`config.mk`:
```
export PLATFORM = sky130hd
export DESIGN_NAME = l2_port_arbiter
export DESIGN_NICKNAME = d
export VERILOG_FILES = /design/src/rtl/l2_port_arbiter.sv
export SDC_FILE = /design/constraint.sdc
export NUM_CORES = 1
export LEC_CHECK = 0
export ABC_CLOCK_PERIOD_IN_PS = 1600
export CAP_MARGIN = 20
export CORE_MARGIN = 2
export CORE_UTILIZATION = 30
export CTS_BUF_LIST = sky130_fd_sc_hd__clkbuf_4 sky130_fd_sc_hd__clkbuf_8
export CTS_CLUSTER_DIAMETER = 40
export DETAILED_ROUTE_END_ITERATION = 8
export HOLD_SLACK_MARGIN = 0.1
export PLACE_DENSITY = 0.78
export SYNTH_ARGS = -nofsm -noshare
export SYNTH_HDL_FRONTEND = slang
export SYNTH_SLANG_ARGS = --single-unit
```
`constraint.sdc`:
```
create_clock -name clk -period 1.6 [get_ports clk]
set_clock_uncertainty 0.1 [all_clocks]
set_input_delay 0.48 -clock clk [delete_from_list [all_inputs] [get_ports clk]]
set_output_delay 0.48 -clock clk [all_outputs]
set_load 0.02 [all_outputs]
```
`src/rtl/l2_port_arbiter.sv`:
```
// Round-robin arbiter sharing one lower cache/memory port between two requesters,
// with a level-held enable/fetchComplete handshake and a per-transaction timeout.
`timescale 1ns/1ps
module l2_port_arbiter #(
  parameter int ADDR_LENGTH = 10,
  parameter int BLOCK_SIZE  = 32,
  parameter int TIMEOUT     = 255
) (
  input  logic                   clk,
  input  logic                   reset,
  input  logic                   req0,
  input  logic                   req1,
  input  logic [ADDR_LENGTH-1:0] addr0,
  input  logic [ADDR_LENGTH-1:0] addr1,
  input  logic                   write0,
  input  logic                   write1,
  input  logic [BLOCK_SIZE-1:0]  wdata0,
  input  logic [BLOCK_SIZE-1:0]  wdata1,
  output logic                   done0,
  output logic                   done1,
  output logic [BLOCK_SIZE-1:0]  rdata,
  output logic                   err,
  output logic                   owner,
  output logic                   lower_enable,
  output logic [ADDR_LENGTH-1:0] lower_addr,
  output logic                   lower_write,
  output logic [BLOCK_SIZE-1:0]  lower_data_out,
  input  logic                   lower_fetchComplete,
  input  logic [BLOCK_SIZE-1:0]  lower_data_in
);

  localparam int CW = (TIMEOUT == 0) ? 1 : (($clog2(TIMEOUT + 1) < 1) ? 1 : $clog2(TIMEOUT + 1));
  localparam logic [CW-1:0] TMAX = CW'(TIMEOUT - 1);

  typedef enum logic [1:0] {IDLE, ISSUE, RESP} stateT;

  stateT           state;
  stateT           nextState;
  logic            lastGrant;
  logic [CW-1:0]   timeoutCount;
  logic            grantReq;
  logic            grantIdx;
  logic            timedOut;

  always_ff @(posedge clk or negedge reset) begin
    if (!reset) state <= IDLE;
    else        state <= nextState;
  end

  // On a tie the requester that did not win last time gets the port.
  always_comb begin
    nextState = state;
    grantReq  = 1'b0;
    grantIdx  = 1'b0;
    timedOut  = 1'b0;
    case (state)
      IDLE: begin
        if (req0 || req1) begin
          grantReq  = 1'b1;
          grantIdx  = req1 && (!req0 || !lastGrant);
          nextState = ISSUE;
        end
      end
      ISSUE: begin
        if (lower_fetchComplete) begin
          nextState = RESP;
        end else if ((TIMEOUT != 0) && (timeoutCount == TMAX)) begin
          timedOut  = 1'b1;
          nextState = RESP;
        end
      end
      RESP:    nextState = IDLE;
      default: nextState = IDLE;
    endcase
  end

  always_ff @(posedge clk or negedge reset) begin
    if (!reset) begin
      owner          <= 1'b0;
      lastGrant      <= 1'b1;
      lower_addr     <= '0;
      lower_write    <= 1'b0;
      lower_data_out <= '0;
      rdata          <= '0;
      err            <= 1'b0;
      timeoutCount   <= '0;
    end else begin
      if (grantReq) begin
        owner          <= grantIdx;
        lastGrant      <= grantIdx;
        lower_addr     <= grantIdx ? addr1  : addr0;
        lower_write    <= grantIdx ? write1 : write0;
        lower_data_out <= grantIdx ? wdata1 : wdata0;
        timeoutCount   <= '0;
      end
      // A completion arriving on the timeout cycle takes priority over the abort.
      if (state == ISSUE) begin
        if (lower_fetchComplete) begin
          rdata <= lower_data_in;
          err   <= 1'b0;
        end else if (timedOut) begin
          rdata <= '0;
          err   <= 1'b1;
        end else begin
          timeoutCount <= timeoutCount + CW'(1);
        end
      end
      if (state == RESP) err <= 1'b0;
    end
  end

  assign lower_enable = (state == ISSUE);
  assign done0        = (state == RESP) && !owner;
  assign done1        = (state == RESP) && owner;

endmodule

```
==> results list <==
- Dividing total power by cell area gives a power density of between 1500 and 2000 nW/µm².
- Number of stages on the worst setup path: 4
* Clock-pin transition on the worst setup and hold timing paths: approximately 0.09 ns
* Rel. slew slack: 0.814
* Overall Global Routing Usage: 0.224
- Yosys cell types: 38
* Number of cell instances on the worst register-to-register path: 8
- Cell type with the highest aggregate area in the netlist: dfrtp_1
- Residual antenna-violating net count after detailed routing: 0
* Final period utilization: 1.16
* Count of final hold-check violations: 0
- Max Cap Viol: 0
* Worst EP required: 1.02 ns
- Peak per-stage delay on the critical path: 0.41 ns
- Sequential share of the synthesized area: 0.589
- After synthesis the cells add up to 3740 µm².
* Clock root buffer master: clkbuf_8
- Ports: 203
- FMAX: ~0.54 GHz
* Path class of the lowest-slack min-delay path: in2async
- Maximum count of clock buffers along a single path: 2
- Syn Inst Count: 342
- Mapped Avg Cell Area: around 11 µm²
- Detailed Route WL: 14900 µm
- Instance area after placement: between 6000 and 7000 µm²
* Via count of the first global-routing pass: 4326
- Critical Path, Cell by Cell: inv_2 > ha_4 > nor2b_1 > buf_4
- Buffers placed on the I/O ports in this run total between 200 and 250.
- The routed layout has 3939 vias.
- Critical path class: reg2out
- In this run the critical register-to-register path is launched from state[0].
* Area of the core region: 12100 µm²
- Violated checks: setup timing
- Area added between synthesis and finish: 95.4%
- The routed design could run at a clock period as short as 1.86 ns.
- Worst setup path startpoint: state[0]
- Clk_lat worst skew: ~0.36 ns
- Cell with the largest stage delay on the worst path: dfrtp_1
* Sort of element at the end of the critical path: output port
- Counting flops with a built-in enable in the synthesized netlist gives 0.
* Async S/R FF share, synth: 1.00
- Detailed placement finished with a half-perimeter wire length of 8460 µm.
* Total power consumption of the routed design: 0.0136 W
- Placer Congestion: 0.756
- Most instantiated flip-flop cell in the synthesis netlist: dfrtp_1
- DR WL/cell: 19.1 µm
- In the post-synthesis netlist, the biggest area contributors are dfrtp_1 58%, a22o_1 7.5%, o22ai_1 7.2%.
* Global-route wire length before repair: 22800 µm
- Number of H-tree levels: 3
- The number of antenna diodes in the final layout is 0.
- For the pin with the worst max-slew slack, the measured transition is 0.277 ns.
* DRC violations left: 0
- Global routing finished with a remaining overflow of 0.
- Setup violations remaining at the end of the flow were counted as 87.
- The floorplan step set the die height to 116 µm.
* Type of origin of the critical path: register
* Number of max-slew violations in the final report: 0
- The initial antenna violation count is 0.
* Total iterations of the first detailed-routing run: 4
- Entering global routing, the biggest net connects 46 pins.
- Clock buffers created by TritonCTS: 9
- IR analysis of the VDD net gives a maximum drop of 905 µV.
* Final worst setup slack: -0.263 ns
* Most common cell after layout, fill and taps aside: clkdlybuf4s50_1
- Worst reg2reg path endpoint: timeoutCount[2]
- The number of buffers and inverters on the critical path is 2.
- Number of fill cells in the layout: 987
- Highest net fanout along the worst path: 3
- Worst setup path end: done0
* CTS tree: built
- The floorplan step defined a die boundary enclosing 13400 µm².
* Die Span X: 116 µm
- The finished cells cover 7310 µm².
* Largest delay contributor family on the critical path: flip-flops
- Effective utilization at floorplan: 0.309
* Multi-input gate area in the final layout: 1870 µm²
* Clock sink count: slightly below 90
- Result of the run: complete, but fails checks
- The initialized floorplan defines 40 standard-cell rows.
- Number of vias per cell: 5.06
- Summing all flip-flop and latch instances after layout gives 2200 µm².
* Synthesized netlist net count: ~470
- Most frequent cells in the layout: 119 x clkdlybuf4s50_1, 86 x dfrtp_1, 76 x buf_2
- Synthesis-stage register bit count: 88
* Setup slack of the most critical reg-to-reg path: -0.19 ns
* Ys Warns: 0
- RSZ-0062 raised after global routing: true
- Layout cells sized above 1: 0.424
- Synth top area share: 0.582
* Arrival time at the worst endpoint: 1.28 ns
- The final layout contains 735 nets.
* Leak: 3.39 nW
- Violation count after the first detailed-route iteration: roughly 210
## report_power, final
part | internal, W | switching, W
Clock | 0.00104 | 0.000868
Sequential | 0.00321 | 0.000577
Combinational | 0.00385 | 0.00408
Total | 0.00810 | 0.00553
## how the worst min path moves through the flow
stage | startpoint | endpoint | slack [ns] | cells after the start
after floorplan | reset | err | 0.08 | 0
after global placement | reset | rdata[12] | 0.20 | 1
after detailed placement | reset | rdata[12] | 0.20 | 1
after CTS | reset | rdata[12] | 0.34 | 2
after global routing | reset | rdata[12] | 0.36 | 2
final | reset | rdata[12] | 0.36 | 2
## repair_timing
| item | in CTS | in global routing |
|---|---|---|
| cloned | 22 | 1 |
| pin swaps | 74 | 33 |
| endpoints found under the setup margin | 164 | 112 |
| gates resized for setup | 407 | 79 |
| hold buffers | 1 | 0 |
| setup buffers | 27 | 12 |
| hold endpoints to repair | 87 | 0 |
## sequential cells by signal, summed over array words and instances (netlist names), 2 cells and up
signal / cells
lower_data_out: 32
lower_addr: 10
state: 2
timeoutCount: 8
rdata: 32
## synthesized netlist by cell type (all sizes together), types with 2 or more instances
cell type   n
inv         5
nor2        5
buf        12
and3        3
nand3       6
and2        3
a211o       4
ha          6
a21o        3
a31oi       2
nand2      45
nor3        3
o21ai      50
clkbuf     15
o22ai      43
dfrtp      87
a21oi       4
a22o       32
## layout make-up
class                           instances  area share
Inverter                                5     0.00291
Timing Repair Buffer                  280       0.378
Clock inverter                          7      0.0163
Sequential cell                        88       0.302
Clock buffer                            9      0.0169
Multi-Input combinational cell        222       0.256
Tap cell                              168      0.0288
## logic make-up (layout without fill, tap and decap cells)
kind of cell             count (synthesis)  count (layout)  share of synthesized area
AO/OA/AOI/OAI                          144             144                      0.253
flip-flops                              88              88                      0.589
AND/OR/NAND/NOR                         71              71                     0.0900
buffers and inverters                   32             301                     0.0445
adder cells (fa/ha/maj)                  6               6                     0.0201
multiplexers                             1               1                    0.00301
## stage by stage
stage	util	std cells	hold WS [ns]	TNS (ns)	setup slack, ns
floorplan	-	342	0.0844	-0.176	-0.0402
global placement	0.509	714	0.199	-27.63	-0.420
detailed placement	0.509	714	0.198	-30.51	-0.468
CTS	0.609	780	0.343	-11.11	-0.268
global route	0.603	779	0.360	-14.33	-0.321
finish	0.603	779	0.363	-9.77	-0.263
## layer usage
metal	up-vias	global-route usage	routed length (µm)
met5	-	0	0
met4	0	0.102	386
met3	28	0.0377	767
met2	137	0.392	7800
met1	1967	0.270	5910
li1	1807	-	-
(Power assumes the default switching activity.)
